--- src/rtl/mux_pipe_n.sv ---
// Registered N-way selector with valid/ready handshake and a 2-entry (output + skid) buffer.
// Optional MUX_PIPE_SEL_CHECK_EN flags beats whose select is >= WAYS on out_err.
module mux_pipe_n #(
  parameter int WIDTH = 32,
  parameter int WAYS  = 4,
  parameter int SEL_W = 2
) (
  input  logic                    clk,
  input  logic                    reset,
  input  logic                    flush,
  input  logic [WAYS*WIDTH-1:0]   in_data,
  input  logic [SEL_W-1:0]        in_sel,
  input  logic                    in_valid,
  output logic                    in_ready,
  output logic [WIDTH-1:0]        out_data,
  output logic [SEL_W-1:0]        out_sel,
  output logic                    out_valid,
  input  logic                    out_ready,
  output logic                    out_err
);

  localparam int NCH = 1 << SEL_W;

  typedef struct packed {
    logic             vld;
    logic             err;
    logic [SEL_W-1:0] sel;
    logic [WIDTH-1:0] dat;
  } beat_t;

  // Select codes beyond WAYS map to zero-filled channels, so no compare is needed for out_data.
  logic [WIDTH-1:0] chan [NCH];
  for (genvar k = 0; k < NCH; k++) begin : g_chan
    if (k < WAYS) begin : g_real
      assign chan[k] = in_data[k*WIDTH +: WIDTH];
    end else begin : g_pad
      assign chan[k] = '0;
    end
  end

  beat_t o_q, o_d;
  beat_t s_q, s_d;
  beat_t in_beat;
  logic  accept;

`ifdef MUX_PIPE_SEL_CHECK_EN
  localparam logic [SEL_W:0] WAYS_L = (SEL_W+1)'(WAYS);
  logic sel_bad;
  assign sel_bad = ({1'b0, in_sel} >= WAYS_L);
`else
  logic sel_bad;
  assign sel_bad = 1'b0;
`endif

  always_comb begin
    in_beat     = '0;
    in_beat.vld = 1'b1;
    in_beat.err = sel_bad;
    in_beat.sel = in_sel;
    in_beat.dat = chan[in_sel];
  end

  // in_ready depends only on state and reset, never on out_ready.
  assign in_ready = !s_q.vld && !reset;
  assign accept   = in_valid && in_ready;

  always_comb begin
    o_d = o_q;
    s_d = s_q;
    if (!o_q.vld || out_ready) begin
      if (s_q.vld) begin
        o_d     = s_q;
        s_d.vld = 1'b0;
      end else if (accept) begin
        o_d = in_beat;
      end else begin
        o_d.vld = 1'b0;
      end
    end else if (accept) begin
      s_d = in_beat;
    end
    if (flush) begin
      o_d.vld = 1'b0;
      s_d.vld = 1'b0;
    end
  end

  always_ff @(posedge clk) begin
    if (reset) begin
      o_q <= '0;
      s_q <= '0;
    end else begin
      o_q <= o_d;
      s_q <= s_d;
    end
  end

`ifdef MUX_PIPE_SEL_CHECK_EN
`ifndef SYNTHESIS
  always @(posedge clk) begin
    if (!reset && accept && sel_bad)
      $display("mux_pipe_n warning: out-of-range select %0d captured (WAYS=%0d)", in_sel, WAYS);
  end
`endif
`endif

  assign out_data  = o_q.dat;
  assign out_sel   = o_q.sel;
  assign out_valid = o_q.vld;
  assign out_err   = o_q.err;

endmodule
--- config.mk ---
export PLATFORM = sky130hd
export DESIGN_NAME = mux_pipe_n
export DESIGN_NICKNAME = d
export VERILOG_FILES = /design/src/rtl/mux_pipe_n.sv
export SDC_FILE = /design/constraint.sdc
export NUM_CORES = 1
export LEC_CHECK = 0
export ABC_AREA = 1
export ABC_CLOCK_PERIOD_IN_PS = 1100
export CORE_ASPECT_RATIO = 1.1
export CORE_UTILIZATION = 39
export CTS_CLUSTER_SIZE = 30
export DETAILED_ROUTE_END_ITERATION = 6
export HOLD_SLACK_MARGIN = 0.12
export PLACE_DENSITY = 0.85
export SYNTH_ARGS = -nofsm -noshare
export SYNTH_HDL_FRONTEND = slang
export SYNTH_SLANG_ARGS = --single-unit
export TNS_END_PERCENT = 1
--- constraint.sdc ---
create_clock -name clk -period 1.1 [get_ports clk]
set_input_delay 0.11 -clock clk [delete_from_list [all_inputs] [get_ports clk]]
set_output_delay 0.11 -clock clk [all_outputs]
set_load 0.02 [all_outputs]
==> key figures <==
Worst hold path
  • Hold depth: 4
  • Hold WC Path Type: input pin to flip-flop
  • Hold Crit Start: in_sel[0]
  • Hold EP: s_q[32]

Drt
  • WL final: 14110 µm
  • Routed length per instance: 13.92 µm
  • Vias: 4975
  • Vias per cell: just under 5
  • DR iter-0 viols: between 150 and 200
  • Post-route ant nets: 0
  • Drt first pass iters: 4
  • DRC viols: 0

Yosys
  • Syn_area_per_cell: 5.925 µm²
  • Mapped Nets: 834
  • Synthesized area: 4141 µm²
  • #FFs+latches synth: 70
  • Area leader, netlist: dfxtp_1
  • Ys async rst share: 0
  • Ys flop type: dfxtp_1
  • Most frequent cell after synthesis: nand2_1
  • Post-Syn Instances: 699
  • Sequential cell area fraction in the yosys report: 0.3384
  • Number of synthesized flops with an enable pin: 0
  • Synth Warn #: 0
  • Library cells used by synthesis: 20
  • Top post-synthesis cells by area: dfxtp_1 (34%), nand2_1 (21%), nand3_1 (12%)
  • Post-synth top area share: 0.3384
  • Most frequent cells after synthesis: nand2_1 (229), nand3_1 (96), nor2_1 (74)

Final layout
  • NumNets Final: 1001
  • Layout fillers: between 900 and 1000
  • ANT cells: 0
  • Layout cell share with drive strength beyond 1: 0.1642
  • Layout area overhead: 62.05%

Timing
  • Setup_tns: -5304 ps
  • Final Hold Fails: 0
  • Final setup fails: 67
  • Final period utilization: 1.136
  • Pins Over Slew Limit: 0
  • Clk_skew: 6.991 ps
  • Fmax achieved: 800.6 MHz
  • RSZ-0062 raised after global routing: true
  • Tmin final: about 1200 ps
  • Final Worst Setup Slack: -149.1 ps

Clock tree
  • Clock Tree Root: clkbuf_16
  • CTS tree: yes
  • CTS Sinks: 70
  • Worst-Skew Late Latency: 330 ps
  • Clk buf depth: 2
  • Cts bufs inserted: 9
  • H-tree depth: 3
  • Post-CTS Hold Buffers: 0
  • Clk slew on worst S/H paths: around 60 ps

Global route
  • Grt total ovfl: 0
  • Vias in the first global route: between 4000 and 5000
  • Initial antenna violation count: 0
  • GRT Total Usage: 0.2389
  • Largest net degree at the start of global routing: 43
  • First-pass GRT wire length: 20790 µm

Placement
  • PortBufs: 170
  • Post-DP HPWL: 9025 µm
  • Dpl ws: -446.8 ps
  • GPL Wtd Cong: 0.7632

Setup path
  • Register-to-Register Path Depth: 7
  • Slowest-stage cell, CP: dfxtp_4
  • Worst setup EP type: flip-flop
  • Type of origin of the critical path: flip-flop
  • Worst R2R Start: s_q[35]
  • CP Class: flip-flop to flip-flop
  • Critical path arrival: 1510 ps
  • R2r endpoint: out_data[7]
  • Flop-to-flop setup slack: -150 ps
  • Data required, critical path: 1360 ps
  • Critical path cell sequence: o21bai_4 -> buf_12 -> nand2_4 -> buf_12 -> nand2_1 -> nand2_1 -> a21oi_2
  • Critical path's largest stage delay: 380 ps
  • Critical path fanouts, max: 10

Floorplan
  • Die width: approximately 100 µm
  • Initial Util: 0.4003
  • Die area: 11040 µm²
  • Io pins: 172
  • Core area: about 10000 µm²
  • # rows: 39
  • Die height: 110.1 µm

Flow run
  • Max Cap Viol: 0

Pwr
  • Peak VDD IR: between 1000 and 1500 µV
  • Power Density: 1164 nW/µm²
  • Static leakage power: 0.003307 µW

Outcome
  • Failing checks: negative setup slack
  • Status: finished with violations
[critical path, delay by kind of cell (launching register included)]
family | cells | cell delay (ps)
AO/OA/AOI/OAI | 2 | 270
buffers and inverters | 2 | 300
AND/OR/NAND/NOR | 3 | 220
flip-flops | 1 | 380
[state kept, by name, indices dropped and copies added, names as in the netlist]
register,flops
out_valid,1
s_q,35
out_data,32
out_sel,2
[power by group]
group | total, µW | switching (µW) | leakage, µW | internal (µW)
registers | 2690 | 51.7 | 0.000573 | 2640
clock network | 3380 | 1100 | 0.000170 | 2280
logic | 1740 | 855 | 0.00256 | 888
total | 7810 | 2000 | 0.00331 | 5810
[kinds of logic after synthesis]
logic type,Yosys count,synth area share
flip-flops,70,0.3384
AO/OA/AOI/OAI,103,0.1260
other,1,0.0009055
AND/OR/NAND/NOR,403,0.3988
buffers and inverters,122,0.1360
[metal layers]
layer,GRT usage,routed length (µm),vias up,part of all wire
li1,-,-,2528,-
met5,0,0,-,0
met2,0.4183,7081,148,0.50
met4,0.1232,357,0,0.025
met3,0.03468,609,28,0.043
met1,0.2852,6062,2271,0.43
[repair_timing]
item | 4_1_cts | 5_1_grt
resized for setup | 81 | 100
buffers inserted | 0 | 1
endpoints found under the setup margin | 102 | 93
pin swaps | 0 | 6
cloned | 0 | 8
[placed cells by master (no fill, tap or decap), types with 2 or more instances in the layout]
cell type	instances
a21oi_1	38
a21oi_2	26
buf_12	13
buf_2	2
buf_4	11
buf_6	5
bufinv_16	3
clkbuf_16	13
clkbuf_2	21
clkdlybuf4s15_1	5
clkdlybuf4s15_2	6
clkdlybuf4s50_1	132
dfxtp_1	68
dfxtp_4	2
dlygate4sd2_1	2
inv_1	66
inv_2	5
inv_4	3
nand2_1	217
nand2_2	12
nand2_8	2
nand3_1	96
nor2_1	64
nor2_2	10
nor2_4	2
o21ai_0	20
o21ai_1	17
[area by class of cell]
class | instances | area, µm² | share of cell area
clock buffer | 11 | 242.7 | 0.03617
clock inverter | 5 | 105.1 | 0.01566
tap | 143 | 178.9 | 0.02666
sequential | 70 | 1409 | 0.2099
multi-input combinational | 509 | 2399 | 0.3574
timing repair buffer | 203 | 2098 | 0.3126
inverter | 73 | 279.0 | 0.04157
[worst max-delay path by stage]
stage,from,end,slack (ps),depth (start not counted)
floorplan,out_valid,out_data[0],-7,8
finish,s_q[35],out_data[7],-150,7
CTS,out_valid,s_q[29],-90,7
global placement,reset,out_data[2],-370,7
global route,in_valid,out_data[7],-190,9
detailed placement,reset,out_data[26],-450,7
[stage by stage]
| step | cell area (µm²) | cells | total power, µW | hold WS [ps] | util |
|---|---|---|---|---|---|
| floorplan | 4156 | 699 | 3510 | 256.3 | - |
| global placement | 6083 | 989 | 4343 | 463.4 | 0.5881 |
| detailed placement | 6083 | 989 | 4372 | 471.7 | 0.5881 |
| CTS | 6445 | 1005 | 7733 | 355.9 | 0.6230 |
| global route | 6711 | 1014 | 8144 | 359.2 | 0.6488 |
| finish | 6711 | 1014 | 7811 | 323.5 | 0.6488 |
Note: power is estimated with default switching activity, not from simulation.
